<file path="config.mk">
export PLATFORM = sky130hd
export DESIGN_NAME = quat_tdm_scheduler_flat
export DESIGN_NICKNAME = d
export VERILOG_FILES = /design/src/rtl/quat_tdm_scheduler_if.sv /design/src/rtl/quat_tdm_scheduler.sv /design/src/flat_wrapper.sv
export SDC_FILE = /design/constraint.sdc
export NUM_CORES = 1
export LEC_CHECK = 0
export ABC_AREA = 1
export CORE_ASPECT_RATIO = 1.4
export CORE_UTILIZATION = 43
export CTS_CLUSTER_SIZE = 8
export DETAILED_ROUTE_END_ITERATION = 7
export PLACE_DENSITY = 0.77
export SLEW_MARGIN = 20
export SYNTH_ARGS = -nofsm -noshare
export SYNTH_HDL_FRONTEND = slang
export SYNTH_SLANG_ARGS = --single-unit
</file>
<file path="constraint.sdc">
create_clock -name clk -period 2.6 [get_ports clk]
set_clock_uncertainty 0.2 [all_clocks]
set_input_delay 0.78 -clock clk [delete_from_list [all_inputs] [get_ports clk]]
set_output_delay 0.78 -clock clk [all_outputs]
set_load 0.02 [all_outputs]
</file>
<file path="src/rtl/quat_tdm_scheduler_if.sv">
// Quaternion TDM scheduler bus bundle.
// Sensor inputs, converter handshake and per-channel results.
interface quat_tdm_scheduler_if #(
  parameter int NUM_CH       = 2,
  parameter int DATA_W       = 16,
  parameter int RES_W        = 32,
  parameter int MAX_INFLIGHT = 4
);
  localparam int CNT_W = $clog2(MAX_INFLIGHT + 1);

  logic [NUM_CH-1:0]          in_valid;
  logic [NUM_CH*4*DATA_W-1:0] in_quat;
  logic                       eng_valid;
  logic                       eng_ready;
  logic [4*DATA_W-1:0]        eng_quat;
  logic                       res_valid;
  logic [3*RES_W-1:0]         res_euler;
  logic [NUM_CH-1:0]          out_valid;
  logic [NUM_CH*3*RES_W-1:0]  out_euler;
  logic [NUM_CH-1:0]          overrun;
  logic                       spurious;
  logic [CNT_W-1:0]           inflight;

  modport master (
    input  in_valid, in_quat, eng_ready, res_valid, res_euler,
    output eng_valid, eng_quat, out_valid, out_euler,
    output overrun, spurious, inflight
  );

  modport slave (
    output in_valid, in_quat, eng_ready, res_valid, res_euler,
    input  eng_valid, eng_quat, out_valid, out_euler,
    input  overrun, spurious, inflight
  );
endinterface

</file>
<file path="src/rtl/quat_tdm_scheduler.sv">
// Time-shares one quaternion-to-Euler converter across sensor channels.
// Round-robin grant, one pending slot per channel, in-order tag FIFO.
module quat_tdm_scheduler #(
  parameter int NUM_CH       = 2,
  parameter int DATA_W       = 16,
  parameter int RES_W        = 32,
  parameter int MAX_INFLIGHT = 4
) (
  input logic clk,
  input logic rst_n,
  quat_tdm_scheduler_if.master io
);
  localparam int QW    = 4 * DATA_W;
  localparam int EW    = 3 * RES_W;
  localparam int TAG_W = (NUM_CH > 1) ? $clog2(NUM_CH) : 1;
  localparam int PTR_W = (MAX_INFLIGHT > 1) ? $clog2(MAX_INFLIGHT) : 1;
  localparam int CNT_W = $clog2(MAX_INFLIGHT + 1);

  logic [NUM_CH-1:0]                  pend_q, pend_d;
  logic [NUM_CH-1:0][QW-1:0]          slot_q;
  logic [NUM_CH-1:0]                  ovr_q, ovr_d;
  logic [TAG_W-1:0]                   rr_q;
  logic                               eng_valid_q;
  logic [QW-1:0]                      eng_quat_q;
  logic [MAX_INFLIGHT-1:0][TAG_W-1:0] tag_q;
  logic [PTR_W-1:0]                   wr_q, rd_q;
  logic [CNT_W-1:0]                   cnt_q;
  logic [NUM_CH-1:0]                  outv_q;
  logic [NUM_CH-1:0][EW-1:0]          eul_q;
  logic                               spur_q;

  logic              found, grant, full, pop;
  logic [TAG_W-1:0]  gnt, ci;
  logic [NUM_CH-1:0] gnt_oh;

  function automatic logic [PTR_W-1:0] nxt(input logic [PTR_W-1:0] p);
    return (int'(p) == MAX_INFLIGHT - 1) ? '0 : p + 1'b1;
  endfunction

  assign full  = (cnt_q == CNT_W'(MAX_INFLIGHT));
  assign grant = found && !full && (!eng_valid_q || io.eng_ready);
  assign pop   = io.res_valid && (cnt_q != '0);

  // Round-robin search for the first pending channel from rr_q upward.
  always_comb begin
    found = 1'b0;
    gnt   = '0;
    ci    = '0;
    for (int k = 0; k < NUM_CH; k++) begin
      ci = TAG_W'((int'(rr_q) + k) % NUM_CH);
      if (!found && pend_q[ci]) begin
        found = 1'b1;
        gnt   = ci;
      end
    end
  end

  // Pending and overrun next state; a granted slot may refill same cycle.
  always_comb begin
    gnt_oh = '0;
    if (grant) gnt_oh[gnt] = 1'b1;
    pend_d = io.in_valid | (pend_q & ~gnt_oh);
    ovr_d  = io.in_valid & pend_q & ~gnt_oh;
  end

  // Per-channel sample slots, pending flags and overrun pulses.
  always_ff @(posedge clk or negedge rst_n) begin
    if (!rst_n) begin
      pend_q <= '0;
      ovr_q  <= '0;
      slot_q <= '0;
    end else begin
      pend_q <= pend_d;
      ovr_q  <= ovr_d;
      for (int i = 0; i < NUM_CH; i++)
        if (io.in_valid[i]) slot_q[i] <= io.in_quat[i*QW +: QW];
    end
  end

  // Staging register and round-robin pointer.
  always_ff @(posedge clk or negedge rst_n) begin
    if (!rst_n) begin
      eng_valid_q <= 1'b0;
      eng_quat_q  <= '0;
      rr_q        <= '0;
    end else if (grant) begin
      eng_valid_q <= 1'b1;
      eng_quat_q  <= slot_q[gnt];
      rr_q <= (int'(gnt) == NUM_CH - 1) ? '0 : gnt + 1'b1;
    end else if (io.eng_ready) begin
      eng_valid_q <= 1'b0;
    end
  end

  // Tag FIFO: grants push their channel, results pop in order.
  always_ff @(posedge clk or negedge rst_n) begin
    if (!rst_n) begin
      tag_q <= '0;
      wr_q  <= '0;
      rd_q  <= '0;
      cnt_q <= '0;
    end else begin
      if (grant) begin
        tag_q[wr_q] <= gnt;
        wr_q        <= nxt(wr_q);
      end
      if (pop) rd_q <= nxt(rd_q);
      if (grant && !pop)      cnt_q <= cnt_q + 1'b1;
      else if (pop && !grant) cnt_q <= cnt_q - 1'b1;
    end
  end

  // Result routing to the tagged channel, spurious result detection.
  always_ff @(posedge clk or negedge rst_n) begin
    if (!rst_n) begin
      outv_q <= '0;
      eul_q  <= '0;
      spur_q <= 1'b0;
    end else begin
      outv_q <= '0;
      spur_q <= io.res_valid && (cnt_q == '0);
      if (pop) begin
        outv_q[tag_q[rd_q]] <= 1'b1;
        eul_q[tag_q[rd_q]]  <= io.res_euler;
      end
    end
  end

  assign io.eng_valid = eng_valid_q;
  assign io.eng_quat  = eng_quat_q;
  assign io.out_valid = outv_q;
  assign io.out_euler = eul_q;
  assign io.overrun   = ovr_q;
  assign io.spurious  = spur_q;
  assign io.inflight  = cnt_q;
endmodule

</file>
<file path="src/flat_wrapper.sv">
// flat-port wrapper written by rule: the top's interface ports become plain ports
module quat_tdm_scheduler_flat 
#(
  parameter int NUM_CH       = 2,
  parameter int DATA_W       = 16,
  parameter int RES_W        = 32,
  parameter int MAX_INFLIGHT = 4
)
  (clk, rst_n, io_in_valid, io_in_quat, io_eng_ready, io_res_valid, io_res_euler, io_eng_valid, io_eng_quat, io_out_valid, io_out_euler, io_overrun, io_spurious, io_inflight);
  quat_tdm_scheduler_if #(.NUM_CH(NUM_CH), .DATA_W(DATA_W), .RES_W(RES_W), .MAX_INFLIGHT(MAX_INFLIGHT)) io_i ();
  input logic clk;
  input logic rst_n;
  input wire logic [$bits(io_i.in_valid)-1:0] io_in_valid;
  input wire logic [$bits(io_i.in_quat)-1:0] io_in_quat;
  input wire logic [$bits(io_i.eng_ready)-1:0] io_eng_ready;
  input wire logic [$bits(io_i.res_valid)-1:0] io_res_valid;
  input wire logic [$bits(io_i.res_euler)-1:0] io_res_euler;
  output wire logic [$bits(io_i.eng_valid)-1:0] io_eng_valid;
  output wire logic [$bits(io_i.eng_quat)-1:0] io_eng_quat;
  output wire logic [$bits(io_i.out_valid)-1:0] io_out_valid;
  output wire logic [$bits(io_i.out_euler)-1:0] io_out_euler;
  output wire logic [$bits(io_i.overrun)-1:0] io_overrun;
  output wire logic [$bits(io_i.spurious)-1:0] io_spurious;
  output wire logic [$bits(io_i.inflight)-1:0] io_inflight;
  assign io_i.in_valid = io_in_valid;
  assign io_i.in_quat = io_in_quat;
  assign io_i.eng_ready = io_eng_ready;
  assign io_i.res_valid = io_res_valid;
  assign io_i.res_euler = io_res_euler;
  assign io_eng_valid = io_i.eng_valid;
  assign io_eng_quat = io_i.eng_quat;
  assign io_out_valid = io_i.out_valid;
  assign io_out_euler = io_i.out_euler;
  assign io_overrun = io_i.overrun;
  assign io_spurious = io_i.spurious;
  assign io_inflight = io_i.inflight;
  quat_tdm_scheduler #(.NUM_CH(NUM_CH), .DATA_W(DATA_W), .RES_W(RES_W), .MAX_INFLIGHT(MAX_INFLIGHT)) u_core (.clk(clk), .rst_n(rst_n), .io(io_i));
endmodule
</file>
Word level (Yosys, flattened, before mapping)
Index checks and enable logic that the tools add are counted.
{"block": "word_totals", "output_inout_bits": 265, "elab_cells": 92, "regBits": 404, "inputBits": 230}
{"block": "op_classes", "addsub": 6, "reduce_logical": 20, "n_lt_le_gt_ge": 9, "n_bitwise": 5, "n_eq_ne": 3, "muxes": 31}
{"operator": "192-bit bitwise mux", "n": 1}
{"operator": "64-bit 2-to-1 mux", "n": 2}
{"operator": "96-bit demux with 1-bit select", "n": 1}
{"operator": "96-bit 2-to-1 mux", "n": 1}
{"operator": "1-bit 2-to-1 mux", "n": 15}
{"operator": "1-bit logical AND", "n": 10}
{"operator": "1-bit by 2-bit < comparator with 1-bit output, second input constant", "n": 4}
{"operator": "2-bit 2-to-1 mux", "n": 4}
{"operator": "2-bit bitwise AND", "n": 3}
{"operator": "2-bit by 3-bit < comparator with 1-bit output, second input constant", "n": 2}
{"operator": "3-bit 2-to-1 mux", "n": 2}
{"operator": "1-bit logical NOT", "n": 5}
{"operator": "2-bit by 1-bit adder with 2-bit output, second input constant", "n": 2}
{"operator": "4-bit bitwise mux", "n": 1}
{"operator": "2-bit by 1-bit == test with 1-bit output, second input constant", "n": 2}
{"operator": "2-bit nonzero test", "n": 2}
{"operator": "3-bit by 1-bit adder with 3-bit output, second input constant", "n": 1}
{"operator": "3-bit == test, second input constant", "n": 1}
{"operator": "3-bit logical NOT", "n": 1}
{"operator": "3-bit nonzero test", "n": 1}
{"operator": "3-bit by 1-bit subtractor with 3-bit output, second input constant", "n": 1}
{"operator": "1-bit adder, second input constant", "n": 2}
{"operator": "1-bit binary-select mux with 2-bit select", "n": 1}
{"operator": "1-bit demux with 1-bit select", "n": 2}
{"operator": "6 further kinds", "n": 7}

Depth between registers and ports, before layout
{"block": "logic_depth", "depth_word": 14, "mapped_depth": 12, "mapped_depth_nobuf": 10}

Worst setup path after synthesis
OpenSTA, ideal clock, no wires.
{"block": "synth_timing", "path_type": "input -> register", "from": "input port io_res_valid", "to": "register u_core.cnt_q[2], in the netlist u_core.io.inflight[2]", "path_stages": 12, "setup_ns": 0.079, "path_buffers": 3, "slack_ns": -0.119, "arrival_ns": 2.440, "required_time_ns": 2.321, "path_cell_list": "inv_1 -> a21oi_1 -> buf_4 -> buf_4 -> buf_2 -> inv_1 -> ha_1 -> inv_1 -> fa_1 -> or2_2 -> nand2_1 -> xor2_1"}
{"block": "synth_between", "elab_chain_len": 4, "elab_cells_between_ends": 6, "classes_between": "mux (1); reduce/logical (5)"}
{"item": "start, declared", "line": "flat_wrapper.sv:16", "rtl": "input wire logic [$bits(io_i.res_valid)-1:0] io_res_valid;"}
{"item": "1-bit logical AND *", "line": "quat_tdm_scheduler.sv:42", "rtl": "assign pop = io.res_valid && (cnt_q != '0);"}
{"item": "1-bit logical NOT", "line": "quat_tdm_scheduler.sv:108", "rtl": "if (grant && !pop) cnt_q <= cnt_q + 1'b1;"}
{"item": "1-bit logical AND", "line": "quat_tdm_scheduler.sv:108"}
{"item": "3-bit 2-to-1 mux / 2-bit nonzero test (equally long branches)"}
{"item": "end signal, assigned", "line": "quat_tdm_scheduler.sv:108"}
{"item": "end signal, assigned", "line": "quat_tdm_scheduler.sv:109", "rtl": "else if (pop && !grant) cnt_q <= cnt_q - 1'b1;"}
{"item": "end, declared", "line": "quat_tdm_scheduler.sv:27", "rtl": "logic [CNT_W-1:0] cnt_q;"}
Mark *: on every way between the ends. The rest lies on a longest branch, timed or not.
A chain may end at the register's enable or synchronous reset.

Worst setup path in the final report
{"block": "layout_timing", "from": "register u_core.eul_q (netlist bit u_core.io.out_euler[105])", "to": "output port io_out_euler[105]"}
{"item": "start, declared", "line": "quat_tdm_scheduler.sv:29", "rtl": "logic [NUM_CH-1:0][EW-1:0] eul_q;"}
{"item": "start signal, assigned by index", "line": "quat_tdm_scheduler.sv:124", "rtl": "eul_q[tag_q[rd_q]] <= io.res_euler;"}
{"item": "end, declared", "line": "flat_wrapper.sv:21", "rtl": "output wire logic [$bits(io_i.out_euler)-1:0] io_out_euler;"}
No word-level cell between the ends.

==> results list <==
- For this design the ratio of total power to cell area is 1260 mW/mm².
* Number of max-slew violations in the final report: 0
- Fillers: 3027
- Synthesized netlist cell count: 1889
- Buffer type at the clock tree root: sky130_fd_sc_hd__clkbuf_16
* Crit end category: primary output
- After detailed routing, the number of vias per cell comes to 5.12.
- Number of placement rows: 84
- Floorplan die area: 0.0389 mm²
* Kind of start point of the critical path: register
* Final setup violation count: 0
- GRT Residual Overflow: 0
* DP HPWL: 34200 µm
* Area share of the largest cell type after synthesis: 0.617
- Clock net sink count: 404
- The count of buffers added on input and output ports is 494.
* Most common cell in the netlist: sky130_fd_sc_hd__nand2_1
- Die height: 233 µm
* Sum of routed wire length over all layers: 50100 µm
- The placed instances occupy a cell area of 0.0219 mm².
- Most frequent cells after synthesis: sky130_fd_sc_hd__nand2_1, sky130_fd_sc_hd__dfrtp_1, sky130_fd_sc_hd__nand3_1, sky130_fd_sc_hd__o21ai_0, sky130_fd_sc_hd__inv_1
- After the last flow step, the layout net total stands at 2597.
- Clock tree buffer depth: 3
- Final estimated routing congestion in global placement: 0.866
* Clock-pin slew of the registers on the worst-case setup and hold paths: 0.05 ns
- In the post-synthesis netlist, the biggest area contributors are sky130_fd_sc_hd__dfrtp_1, sky130_fd_sc_hd__nand2_1, sky130_fd_sc_hd__nand3_1, sky130_fd_sc_hd__o21ai_0, sky130_fd_sc_hd__inv_1.
- Status: complete, no violations
* Category of the most critical setup path: reg -> out
- Sequential cell area fraction in the yosys report: 0.617
- The die is 167 µm wide.
* Number of global-route vias before repair: 14400
- Initial detailed-routing violation count: 1179
- Num CTS Buffers: 56
- Across the run, the number of max-cap violations was 0.
- Synthesis-to-finish area growth: 42.6%
* Critical-path maximum fanout: 2
- The synthesized netlist occupies a cell area of 0.0164 mm².
- The number of nets handed over by synthesis was 2126.
* Delay of the slowest cell on the worst path: 0.67 ns
* Finished layout cell area: 0.0234 mm²
- Via count: 14600
* Maximum vdd ir drop: 798 µV
- Worst min-delay path category: reg -> reg
- Main combinational cell family by area after synthesis: simple AND/OR/NAND/NOR gates
- The worst pin sits at a relative slew slack of 0.456.
- Global-route wire length before repair: 78100 µm
- Dividing the final minimum period by the clock period gives 0.993.
* Deepest level of the CTS H-tree: 2
* Combined global-route utilization of all metal layers: 0.256
* Maximum operating frequency: 387 MHz
- On the critical path the largest part of the delay comes from buffers and inverters.
* Yosys top cell by area: sky130_fd_sc_hd__dfrtp_1
- Ports placed on the boundary: 495
* Routed wire length per instance: 17.6 µm
- Minimum clock period: 2.58 ns
* Leakage power summed over all cells: 11.9 nW
* CP max stage cell: sky130_fd_sc_hd__clkdlybuf4s50_1
- Data on the critical path arrives at its endpoint at 1.60 ns.
- Of the total synthesized cell area, the portion taken by full adders, half adders and majority gates is 0.00580.
* Flops & latches, synth: 404
* Post-detailed-route count of antenna-violating nets: 0
- Of the total synthesized cell area, the portion taken by XOR and XNOR cells is 0.00107.
* Number of detailed-routing iterations run before antenna repair: 5
- Number of buffers and inverters on the critical path: 1
- Pin count of the biggest net entering global routing: 124
- The signal on the critical path passes through clkdlybuf4s50_1.
- Residual DRC: 0
* Fraction of layout instances using a drive strength above 1: 0.0491
- For this run, the number of Yosys warnings is 0.
* Post-synthesis share of cell area spent on and, or, nand and nor gates: 0.278
* Starting utilization of the core area: 0.437
* Core Area: 0.0375 mm²
- Synthesized-area fraction occupied by ao, oa, aoi and oai cells: 0.0433
- At the worst endpoint, the required time is 1.62 ns.
- Async S/R FF share, synth: 1.00
- Hold timing on the final database bottoms out at a slack of 0.260 ns.
* Share of synthesized area spent on multiplexers: 0.000687
* Number of synthesized flops with an enable pin: 0
- Post-synthesis area per instance: 8.68 µm²
- In the synthesized netlist the dominant register cell turns out to be sky130_fd_sc_hd__dfrtp_1.
* Least-Margin Pin Slew: 0.817 ns
* CTS tree: done
- Final hold vios: 0
- Initial antenna violation count: 13
* Clock Latency Late Sink: 0.57 ns
* Power after layout: 29.4 mW
* Summed negative setup slack over all endpoints: 0 ns
- Synthesis instantiated 25 different standard cells from the library.
## power by group
group	switching [mW]	total, mW	internal (mW)
Sequential	1.23	9.70	8.47
Combinational	8.14	13.4	5.21
Clock	2.53	6.35	3.82
Total	11.9	29.4	17.5
## final timing paths
check                                         start                 endpoint  slack [ns]  cells past startpoint
max reg2reg                   u_core.io.inflight[0]    u_core.io.inflight[1]        0.31                      8
min reg2reg                 u_core.io.out_euler[29]  u_core.io.out_euler[29]        0.26                      2
min in group asynchronous                     rst_n   u_core.io.eng_quat[16]        0.54                      2
min                         u_core.io.out_euler[29]  u_core.io.out_euler[29]        0.26                      2
max                        u_core.io.out_euler[105]        io_out_euler[105]        0.02                      1
max in group asynchronous                     rst_n        u_core.slot_q[28]        0.94                      3
## per-stage QoR
| stage | worst slack [ns] | util | std cells |
|---|---|---|---|
| 2_1_floorplan | -0.0203 | - | 1889 |
| 3_3_place_gp | -0.467 | 0.583 | 2774 |
| 3_5_place_dp | -0.455 | 0.583 | 2774 |
| 4_1_cts | 0.00218 | 0.622 | 2836 |
| 5_1_grt | -0.0285 | 0.623 | 2840 |
| 6_report | 0.0193 | 0.623 | 2843 |
## cell type report
class,instances,area [µm²],area share
clock inverters,3,48.8,0.00209
inverters,82,308,0.0132
multi-input cells,1285,5420,0.232
diodes,7,17.5,0.000749
repair buffers,531,5460,0.233
flip-flops and latches,404,10100,0.432
well taps,473,592,0.0253
clock buffers,58,1430,0.0611
## cells by family after synthesis
logic type | after synthesis
muxes | 1
AOI/OAI and AO/OA | 142
and+or+nand+nor | 1133
adders and majority gates | 7
DFF | 404
buffers and inverters | 200
xor gates and xnor gates | 2
## state kept, by name, indices dropped and copies added, names as in the netlist
name,count
u_core.rd_q,2
u_core.wr_q,2
u_core.rr_q,1
u_core.slot_q,128
u_core.io.out_valid,2
u_core.io.eng_quat,64
u_core.io.overrun,2
u_core.pend_q,2
u_core.io.out_euler,192
u_core.io.eng_valid,1
u_core.io.inflight,3
u_core.tag_q,4
u_core.io.spurious,1
## layer usage
layer / GRT usage / wire length [µm]
met1: 0.300 / 18500
met2: 0.425 / 24500
met3: 0.0913 / 5130
met4: 0.106 / 1840
met5: 0 / 96
## cell usage in the layout, fill, tap and decap left out, types with 5 or more instances in the layout
cell type / count
sky130_fd_sc_hd__buf_12: 18
sky130_fd_sc_hd__buf_4: 19
sky130_fd_sc_hd__clkbuf_16: 56
sky130_fd_sc_hd__clkdlybuf4s50_1: 452
sky130_fd_sc_hd__dfrtp_1: 404
sky130_fd_sc_hd__diode_2: 7
sky130_fd_sc_hd__dlygate4sd2_1: 23
sky130_fd_sc_hd__dlymetal6s2s_1: 16
sky130_fd_sc_hd__ha_1: 6
sky130_fd_sc_hd__inv_1: 78
sky130_fd_sc_hd__nand2_1: 922
sky130_fd_sc_hd__nand3_1: 192
sky130_fd_sc_hd__nor2_1: 5
sky130_fd_sc_hd__o21ai_0: 138
## what timing repair did
item                                   CTS  global route
setup buffers                            0             0
gates resized for setup                 23            16
endpoints found under the hold margin   34             0
setup endpoints to repair               23            16
hold buffers                             1             0
(Power assumes the default switching activity.)
